**config.mk**
```make
export PLATFORM = sky130hd
export DESIGN_NAME = alu_operand_stage_flat
export DESIGN_NICKNAME = d
export VERILOG_FILES = /design/src/rtl/alu_operand_stage_if.sv /design/src/rtl/alu_operand_stage.sv /design/src/flat_wrapper.sv
export SDC_FILE = /design/constraint.sdc
export NUM_CORES = 1
export LEC_CHECK = 0
export ABC_AREA = 1
export CAP_MARGIN = 25
export CORE_ASPECT_RATIO = 0.7
export CORE_UTILIZATION = 25
export CTS_BUF_LIST = sky130_fd_sc_hd__clkbuf_4
export DETAILED_ROUTE_END_ITERATION = 6
export GPL_TIMING_DRIVEN = 0
export MAX_ROUTING_LAYER = met4
export SETUP_SLACK_MARGIN = 0.1
export SLEW_MARGIN = 20
export SYNTH_ARGS = -nofsm -noshare
export SYNTH_HDL_FRONTEND = slang
export SYNTH_SLANG_ARGS = --single-unit
```
**constraint.sdc**
```tcl
create_clock -name clk -period 2.5 [get_ports clk]
set_input_delay 0.375 -clock clk [delete_from_list [all_inputs] [get_ports clk]]
set_output_delay 0.375 -clock clk [all_outputs]
set_load 0.005 [all_outputs]
```
**src/rtl/alu_operand_stage_if.sv**
```systemverilog
// Decode-to-execute operand bus: request fields and forwarding ports from decode,
// registered operands and valid/ready handshake toward execute.
interface alu_operand_stage_if #(
    parameter int WIDTH    = 32,
    parameter int FWD_SRCS = 2,
    parameter int REG_AW   = 5
);
    logic                       in_valid;
    logic                       in_ready;
    logic                       flush;
    logic [WIDTH-1:0]           pc;
    logic [31:0]                instruction;
    logic [WIDTH-1:0]           reg_s_value;
    logic [WIDTH-1:0]           reg_t_value;
    logic [REG_AW-1:0]          reg_s_num;
    logic [REG_AW-1:0]          reg_t_num;
    logic [1:0]                 alu_x;
    logic [2:0]                 alu_y;
    logic [FWD_SRCS-1:0]        fwd_valid;
    logic [FWD_SRCS*REG_AW-1:0] fwd_num;
    logic [FWD_SRCS*WIDTH-1:0]  fwd_data;
    logic                       out_valid;
    logic                       out_ready;
    logic [WIDTH-1:0]           result_x;
    logic [WIDTH-1:0]           result_y;
    logic [1:0]                 fwd_hit;

    modport master (
        output in_valid, flush, pc, instruction, reg_s_value, reg_t_value,
               reg_s_num, reg_t_num, alu_x, alu_y, fwd_valid, fwd_num, fwd_data,
               out_ready,
        input  in_ready, out_valid, result_x, result_y, fwd_hit
    );

    modport slave (
        input  in_valid, flush, pc, instruction, reg_s_value, reg_t_value,
               reg_s_num, reg_t_num, alu_x, alu_y, fwd_valid, fwd_num, fwd_data,
               out_ready,
        output in_ready, out_valid, result_x, result_y, fwd_hit
    );
endinterface

```
**src/rtl/alu_operand_stage.sv**
```systemverilog
// Operand-select stage: picks ALU X/Y operands with prioritised RAW forwarding
// and holds them in a one-entry valid/ready register between decode and execute.
module alu_operand_stage #(
    parameter int WIDTH    = 32,
    parameter int FWD_SRCS = 2,
    parameter int REG_AW   = 5
) (
    input logic                clk,
    input logic                rst,
    alu_operand_stage_if.slave bus
);
    typedef logic [WIDTH-1:0]  word_t;
    typedef logic [REG_AW-1:0] regNum_t;

    // Returns {hit, value}; the lowest-indexed matching source wins, r0 never matches.
    function automatic logic [WIDTH:0] resolveFwd(
        input regNum_t                    num,
        input word_t                      regValue,
        input logic [FWD_SRCS-1:0]        fwdValid,
        input logic [FWD_SRCS*REG_AW-1:0] fwdNum,
        input logic [FWD_SRCS*WIDTH-1:0]  fwdData
    );
        logic [WIDTH:0] res;
        res = {1'b0, regValue};
        for (int i = FWD_SRCS - 1; i >= 0; i--) begin
            if (fwdValid[i] && (num != '0) && (fwdNum[i*REG_AW +: REG_AW] == num)) begin
                res = {1'b1, fwdData[i*WIDTH +: WIDTH]};
            end
        end
        return res;
    endfunction

    function automatic word_t signExtImm(input logic [15:0] imm);
        return {{(WIDTH-16){imm[15]}}, imm};
    endfunction

    function automatic word_t zeroExtImm(input logic [15:0] imm);
        return word_t'(imm);
    endfunction

    function automatic word_t luiImm(input logic [15:0] imm);
        return word_t'({imm, 16'h0000});
    endfunction

    function automatic word_t shamtField(input logic [4:0] shamt);
        return word_t'(shamt);
    endfunction

    logic [31:0]    instr;
    logic [15:0]    imm;
    logic           unusedInstrBits;
    logic [WIDTH:0] fwdS;
    logic [WIDTH:0] fwdT;
    word_t          opS;
    word_t          opT;
    logic           hitS;
    logic           hitT;
    word_t          selX;
    word_t          selY;
    logic           capture;

    logic           vld_p1;
    word_t          resultX_p1;
    word_t          resultY_p1;
    logic [1:0]     fwdHit_p1;

    // ---- stage p0: forwarding resolution and operand select ----
    assign instr           = bus.instruction;
    assign imm             = instr[15:0];
    assign unusedInstrBits = ^instr[31:16];

    assign fwdS = resolveFwd(bus.reg_s_num, bus.reg_s_value,
                             bus.fwd_valid, bus.fwd_num, bus.fwd_data);
    assign fwdT = resolveFwd(bus.reg_t_num, bus.reg_t_value,
                             bus.fwd_valid, bus.fwd_num, bus.fwd_data);
    assign {hitS, opS} = fwdS;
    assign {hitT, opT} = fwdT;

    always_comb begin
        selX = '0;
        case (bus.alu_x)
            2'd0:    selX = opS;
            2'd1:    selX = opT;
            2'd2:    selX = bus.pc;
            2'd3:    selX = shamtField(instr[10:6]);
            default: selX = '0;
        endcase
    end

    always_comb begin
        selY = '0;
        case (bus.alu_y)
            3'd0:    selY = opT;
            3'd1:    selY = signExtImm(imm);
            3'd2:    selY = zeroExtImm(imm);
            3'd3:    selY = luiImm(imm);
            3'd4:    selY = word_t'(4);
            default: selY = '0;
        endcase
    end

    // A held entry frees the slot in the same cycle it is consumed, so flow never bubbles.
    assign bus.in_ready = !vld_p1 || bus.out_ready;
    assign capture      = bus.in_valid && bus.in_ready && !bus.flush;

    // ---- stage p1: operand register toward execute ----
    always_ff @(posedge clk or posedge rst) begin
        if (rst) begin
            vld_p1     <= 1'b0;
            resultX_p1 <= '0;
            resultY_p1 <= '0;
            fwdHit_p1  <= 2'b00;
        end else if (bus.flush) begin
            vld_p1 <= 1'b0;
        end else if (capture) begin
            vld_p1     <= 1'b1;
            resultX_p1 <= selX;
            resultY_p1 <= selY;
            fwdHit_p1  <= {hitT, hitS};
        end else if (bus.out_ready) begin
            vld_p1 <= 1'b0;
        end
    end

    assign bus.out_valid = vld_p1;
    assign bus.result_x  = resultX_p1;
    assign bus.result_y  = resultY_p1;
    assign bus.fwd_hit   = fwdHit_p1;
endmodule
```
**src/flat_wrapper.sv**
```systemverilog
// flat-port wrapper written by rule: the top's interface ports become plain ports
module alu_operand_stage_flat 
#(
    parameter int WIDTH    = 32,
    parameter int FWD_SRCS = 2,
    parameter int REG_AW   = 5
)
  (clk, rst, bus_in_valid, bus_flush, bus_pc, bus_instruction, bus_reg_s_value, bus_reg_t_value, bus_reg_s_num, bus_reg_t_num, bus_alu_x, bus_alu_y, bus_fwd_valid, bus_fwd_num, bus_fwd_data, bus_out_ready, bus_in_ready, bus_out_valid, bus_result_x, bus_result_y, bus_fwd_hit);
  alu_operand_stage_if #(.WIDTH(WIDTH), .FWD_SRCS(FWD_SRCS), .REG_AW(REG_AW)) bus_i ();
  input logic clk;
  input logic rst;
  input wire logic [$bits(bus_i.in_valid)-1:0] bus_in_valid;
  input wire logic [$bits(bus_i.flush)-1:0] bus_flush;
  input wire logic [$bits(bus_i.pc)-1:0] bus_pc;
  input wire logic [$bits(bus_i.instruction)-1:0] bus_instruction;
  input wire logic [$bits(bus_i.reg_s_value)-1:0] bus_reg_s_value;
  input wire logic [$bits(bus_i.reg_t_value)-1:0] bus_reg_t_value;
  input wire logic [$bits(bus_i.reg_s_num)-1:0] bus_reg_s_num;
  input wire logic [$bits(bus_i.reg_t_num)-1:0] bus_reg_t_num;
  input wire logic [$bits(bus_i.alu_x)-1:0] bus_alu_x;
  input wire logic [$bits(bus_i.alu_y)-1:0] bus_alu_y;
  input wire logic [$bits(bus_i.fwd_valid)-1:0] bus_fwd_valid;
  input wire logic [$bits(bus_i.fwd_num)-1:0] bus_fwd_num;
  input wire logic [$bits(bus_i.fwd_data)-1:0] bus_fwd_data;
  input wire logic [$bits(bus_i.out_ready)-1:0] bus_out_ready;
  output wire logic [$bits(bus_i.in_ready)-1:0] bus_in_ready;
  output wire logic [$bits(bus_i.out_valid)-1:0] bus_out_valid;
  output wire logic [$bits(bus_i.result_x)-1:0] bus_result_x;
  output wire logic [$bits(bus_i.result_y)-1:0] bus_result_y;
  output wire logic [$bits(bus_i.fwd_hit)-1:0] bus_fwd_hit;
  assign bus_i.in_valid = bus_in_valid;
  assign bus_i.flush = bus_flush;
  assign bus_i.pc = bus_pc;
  assign bus_i.instruction = bus_instruction;
  assign bus_i.reg_s_value = bus_reg_s_value;
  assign bus_i.reg_t_value = bus_reg_t_value;
  assign bus_i.reg_s_num = bus_reg_s_num;
  assign bus_i.reg_t_num = bus_reg_t_num;
  assign bus_i.alu_x = bus_alu_x;
  assign bus_i.alu_y = bus_alu_y;
  assign bus_i.fwd_valid = bus_fwd_valid;
  assign bus_i.fwd_num = bus_fwd_num;
  assign bus_i.fwd_data = bus_fwd_data;
  assign bus_i.out_ready = bus_out_ready;
  assign bus_in_ready = bus_i.in_ready;
  assign bus_out_valid = bus_i.out_valid;
  assign bus_result_x = bus_i.result_x;
  assign bus_result_y = bus_i.result_y;
  assign bus_fwd_hit = bus_i.fwd_hit;
  alu_operand_stage #(.WIDTH(WIDTH), .FWD_SRCS(FWD_SRCS), .REG_AW(REG_AW)) u_core (.clk(clk), .rst(rst), .bus(bus_i));
endmodule
```
### Yosys cells after proc, flatten, opt, wreduce, memory -nomap -nowiden

Index checks and enable logic that the tools add are counted.

| cells by class | value |
|---|---|
| multiply operators | 0 |
| reductions and logical operators | 19 |
| equality and inequality tests | 11 |
| multiplexer cells | 9 |
| bitwise logic cells | 1 |
| $lt $le $gt $ge | 0 |
| add/sub/neg operators | 0 |
| shifts and indexed selects | 0 |
| div/mod/pow operators | 0 |

Operator list:

| operator | number |
|---|---|
| $pmux W32 S5 | 1 |
| $mux W33 | 4 |
| $pmux W32 S4 | 1 |
| $eq A5 B5 Y1 | 4 |
| $logic_and A1 B1 Y1 | 10 |
| $reduce_bool A5 Y1 | 2 |
| $eq A3 B2 Y1 const B | 2 |
| $eq A2 B2 Y1 const B | 2 |
| $eq A3 B1 Y1 const B | 1 |
| $eq A3 B3 Y1 const B | 1 |
| $logic_not A3 Y1 | 1 |
| $mux W1 | 3 |
| $reduce_bool A3 Y1 | 1 |
| $eq A2 B1 Y1 const B | 1 |
| $logic_not A1 Y1 | 2 |
| $logic_not A2 Y1 | 1 |
| $reduce_and A2 Y1 | 1 |
| $logic_or A1 B1 Y1 | 1 |
| $not A1 Y1 | 1 |

| word-level totals | value |
|---|---|
| latch bits | 0 |
| output and inout bits | 68 |
| logic and storage cells | 44 |
| register bits after elaboration | 67 |
| ROM bits | 0 |
| input bits | 224 |
| RAM bits | 0 |
| memories kept | 0 |

### Depth between registers and ports, before layout

| depth | value |
|---|---|
| depth after elaboration | 6 |
| gate-level depth with buffers | 14 |
| depth with buffers taken out | 13 |

### Least setup slack after synthesis

OpenSTA, ideal clock, no wires.

| path | value |
|---|---|
| path kind | input port to flip-flop |
| from | in bus_reg_t_num[2] |
| to | reg u_core.resultX_p1[1] (netlist: u_core.bus.result_x[1]) |
| stages | 11 |
| path buffers | 1 |
| arrival | 1,389 ps |
| slack | 994 ps |
| data required time | 2,383 ps |
| library setup time | 117 ps |
| path through | clkinv_1 nand3_1 nor2_2 nor2_1 nand2_2 buf_2 nand3_1 nand3_1 nand2_1 nor2_1 nor2_1 |

| on the way | value |
|---|---|
| longest elaborated chain between the ends | 6 |
| elaborated cells on any way between the ends | 10 |
| classes of those cells | 2 x eq/ne; 3 x mux; 5 x reduce/logical |

Ends and longest elaborated chain:

| item | RTL line | source |
|---|---|---|
| start, declared | flat_wrapper.sv:19 | `input wire logic [$bits(bus_i.reg_t_num)-1:0] bus_reg_t_num;` |
| $reduce_bool A5 Y1 | alu_operand_stage.sv:26 | `if (fwdValid[i] && (num != '0) && (fwdNum[i*REG_AW +: REG_AW] == num)) begin` |
| $logic_and A1 B1 Y1 (2 in a row) | alu_operand_stage.sv:26 |  |
| $mux W33 | alu_operand_stage.sv:26 |  |
| $mux W33 * | alu_operand_stage.sv:26 |  |
| $pmux W32 S4 * | alu_operand_stage.sv:81 | `case (bus.alu_x)` |
| end signal, assigned | alu_operand_stage.sv:117 | `resultX_p1 <= selX;` |
| end, declared | alu_operand_stage.sv:63 | `word_t resultX_p1;` |

Mark *: on every way between the ends. The rest lies on a longest branch, timed or not.
A chain may end at the register's enable or synchronous reset.

### Final worst setup path

| path | value |
|---|---|
| from | in bus_reg_t_num[2] |
| to | reg u_core.resultY_p1[20] (netlist: u_core.bus.result_y[20]) |

| on the way | value |
|---|---|
| longest elaborated chain between the ends | 6 |
| elaborated cells on any way between the ends | 10 |
| classes of those cells | 2 x eq/ne; 3 x mux; 5 x reduce/logical |

Ends and longest elaborated chain:

| item | RTL line | source |
|---|---|---|
| $reduce_bool A5 Y1 | alu_operand_stage.sv:26 |  |
| $logic_and A1 B1 Y1 (2 in a row) | alu_operand_stage.sv:26 |  |
| $mux W33 | alu_operand_stage.sv:26 |  |
| $mux W33 * | alu_operand_stage.sv:26 |  |
| $pmux W32 S5 * | alu_operand_stage.sv:92 | `case (bus.alu_y)` |
| end signal, assigned | alu_operand_stage.sv:118 | `resultY_p1 <= selY;` |
| end, declared | alu_operand_stage.sv:64 | `word_t resultY_p1;` |

Marks and branches as above.

==> flow_metrics.py <==
metrics = {
    "setup_path": {
        "end_kind": "flop",
        "critPathMaxFanout": 10,
        "cp.arrival_ps": 2600,
        "cpLargestDelayFamily": "simple AND/OR/NAND/NOR gates",
        "crit_chain": "clkdlybuf4s50_1, clkinv_1, nand3_1, nor2_2, nor2_1, nand2_2, inv_2, buf_2, nand2_1, nand3_1, nand2_1, nand2_1, nand2_1",
        "crit_type": "in2reg",
        "critPathMostFrequentCell": "nand2_1",
        "setup.worst_path.start_class": "primary input",
        "critical_path_required_ps": 2860,
        "critPathBufInv": 4,
        "max_stage_delay_ps": 510,
        "slowest_stage": "clkdlybuf4s50_1",
    },
    "cells_and_area": {
        "stdcell_area_um2": 9110,
        "seqCellArea_um2": 1680,
        "instances_no_fill": 1628,
        "fillCellCount": 2492,
        "layout-drive-gt1-share": 0.0799,
        "multiInputGateArea_um2": 3430,
        "areaGrowthSynthToFinish_pct": 58.2,
        "utilization": 0.403,
        "nNetsFinal": 1533,
    },
    "synthesis": {
        "yosysWarnings": 0,
        "synth_edf_count": 0,
        "yosysSeqAreaShare": 0.291,
        "synthArstFlopShare": 1.00,
        "syn_area_um2": 5760,
        "synthCells": 1023,
        "synth.distinct_cells": 24,
        "syn_nets": 1247,
        "ys_seq_elements": 67,
        "synthFlopType": "dfrtp_1",
        "syn_area_per_cell_um2": 5.63,
    },
    "routing": {
        "drc": 0,
        "avgRoutedWirePerCell_um": 19.5,
        "detail-route-antenna-nets": 0,
        "drt_first_pass_iters": 5,
        "drt_iter0_drc": 775,
        "via_per_inst": 4.86,
        "num_vias": 7912,
        "finalWirelength_um": 31700,
    },
    "sta": {
        "setup_slack_ps": 260,
        "hold_slack_ps": 219,
        "worst_pin_slew_ps": 838,
        "fin_crit_sh": 0.896,
        "slew-limit-headroom": 0.441,
        "fin_crit_ps": 2240,
        "drv_slew": 0,
        "max_freq_mhz": 446,
        "finClkSkew_ps": 16.4,
        "hold_violations": 0,
        "rsz0062_at_grt": "no",
        "setup-tns-final_ps": 0,
        "setup_viol": 0,
    },
    "power_and_ir_drop": {
        "switchingPower_mw": 1.32,
        "power.density_nw_per_um2": 423,
        "leakagePower_nw": 4.45,
        "p_comb_frac": 0.391,
        "pwr-share-clk": 0.258,
        "vdd_ir_drop_max_mv": 0.194,
        "seqPwrFrac": 0.351,
        "power_mw": 3.85,
        "power_switching_share": 0.343,
        "internal-power_mw": 2.53,
    },
    "cts": {
        "clock_latency_ps": 480,
        "cts_tree": "built",
        "cts_max_level": 3,
        "clk_pin_slew_worst_paths_ps": 150,
        "cts_root_buf": "clkbuf_4",
        "cts-buffers-inserted": 9,
        "cts_buffer_depth": 2,
        "clock-sinks": 67,
        "cts_setup_buffers": 0,
    },
    "placed_design": {
        "dpl.cell_count": 1610,
        "dp_slack_ps": -235,
        "io_buffers": 274,
        "place_congestion": 0.965,
        "dp_hpwl_um": 25000,
        "placed_cell_area_um2": 8920,
    },
    "hold_path": {
        "hold_path_class": "in2async",
    },
    "grt": {
        "grt_use_total": 0.277,
        "grt_pass1_wl_um": 46000,
        "grt_antenna_before_repair": 2,
        "overflow": 0,
        "grt_pass1_vias": 7619,
        "grt_max_degree": 46,
    },
    "floorplanning": {
        "dieWidth_um": 183,
        "io_pins": 292,
        "die-area_um2": 23700,
        "die_h_um": 129,
        "initial_core_util": 0.255,
        "core_um2": 22600,
        "rows": 46,
    },
    "status": {
        "status": "completed",
    },
    "run": {
        "cap_violations": 0,
    },
}
-- synth_stat cells, types with 2 or more instances --
| cell type | number | area share |
|---|---|---|
| nand2_1 | 445 | 0.29 |
| dfrtp_1 | 67 | 0.29 |
| buf_2 | 28 | 0.024 |
| nor2_1 | 56 | 0.037 |
| clkbuf_1 | 21 | 0.014 |
| nor2_2 | 3 | 0.0033 |
| nand2_2 | 4 | 0.0043 |
| nand3_1 | 205 | 0.18 |
| nand4_1 | 3 | 0.0033 |
| or2_2 | 5 | 0.0054 |
| buf_4 | 4 | 0.0052 |
| inv_2 | 36 | 0.023 |
| inv_1 | 66 | 0.043 |
| xnor2_1 | 2 | 0.0030 |
| nor2_4 | 4 | 0.0078 |
| a21oi_1 | 66 | 0.057 |
-- cell type report --
type	count	share of cell area
clock buffer	9	0.00742
inverter	103	0.0427
clock inverter	7	0.0128
tap	312	0.0428
sequential	67	0.184
multi-input combinational	798	0.377
antenna	2	0.000549
timing repair buffer	275	0.304
buffer	55	0.0291
-- cells in the final DEF, fill, tap and decap left out, types with 2 or more instances in the layout --
cell,count
buf_2,28
nor2_2,3
bufinv_16,3
a21oi_1,66
clkinv_1,2
inv_2,36
clkinv_4,2
nand4_1,3
nor2_1,56
clkbuf_4,9
xnor2_1,2
nand3_1,205
inv_1,65
nor2_4,4
nand2_1,445
nand2_2,4
clkbuf_1,20
dfrtp_1,67
or2_2,5
buf_4,4
diode_2,2
clkdlybuf4s50_1,274
-- layer usage --
metal  share of wire  vias up  track usage
met1            0.46     3625        0.374
met4           0.017        0       0.0701
met3            0.10       36       0.0736
li1                -     3806            -
met2            0.42      445        0.405
met5               0        -            -
-- power groups by stage --
| stage | Combinational [mW] | Clock [mW] | Sequential [mW] |
|---|---|---|---|
| 2_1_floorplan | 0.537 | 0 | 1.36 |
| 3_5_place_dp | 1.49 | 0 | 1.37 |
| 4_1_cts | 1.50 | 1.01 | 1.35 |
| 3_3_place_gp | 1.48 | 0 | 1.37 |
| 5_1_grt | 1.63 | 1.05 | 1.37 |
| 6_report | 1.51 | 0.996 | 1.35 |
-- repair_timing --
action,in CTS,in global routing
hold buffers,0,0
endpoints found under the hold margin,0,0
resized for setup,0,3
setup endpoints to repair,0,10
-- sequential cells by signal, indices dropped and copies added (netlist names) --
| register | cells |
|---|---|
| u_core.bus.fwd_hit | 2 |
| u_core.bus.out_valid | 1 |
| u_core.bus.result_x | 32 |
| u_core.bus.result_y | 32 |
-- final timing paths --
path                                          from                 endpoint  slack (ps)  cells past startpoint
min reg2reg                u_core.bus.result_y[17]  u_core.bus.result_y[17]         500                      2
max in group asynchronous                      rst   u_core.bus.result_x[8]        1670                      3
max                               bus_reg_t_num[2]  u_core.bus.result_y[20]         260                     13
max reg2reg                   u_core.bus.out_valid   u_core.bus.result_y[9]         330                      9
min                                            rst  u_core.bus.result_x[27]         220                      2
min in group clk                         bus_flush     u_core.bus.out_valid         470                      2
-- logic make-up (layout without fill, tap and decap cells) --
kind of cell / after synthesis / count (layout) / share of synthesized area
flip-flops: 67 / 67 / 0.291
AND/OR/NAND/NOR: 727 / 727 / 0.532
AO/OA/AOI/OAI: 69 / 69 / 0.0613
XOR/XNOR: 2 / 2 / 0.00304
buffers and inverters: 158 / 449 / 0.113
other: 0 / 2 / 0
Note: power is estimated with default switching activity, not from simulation.
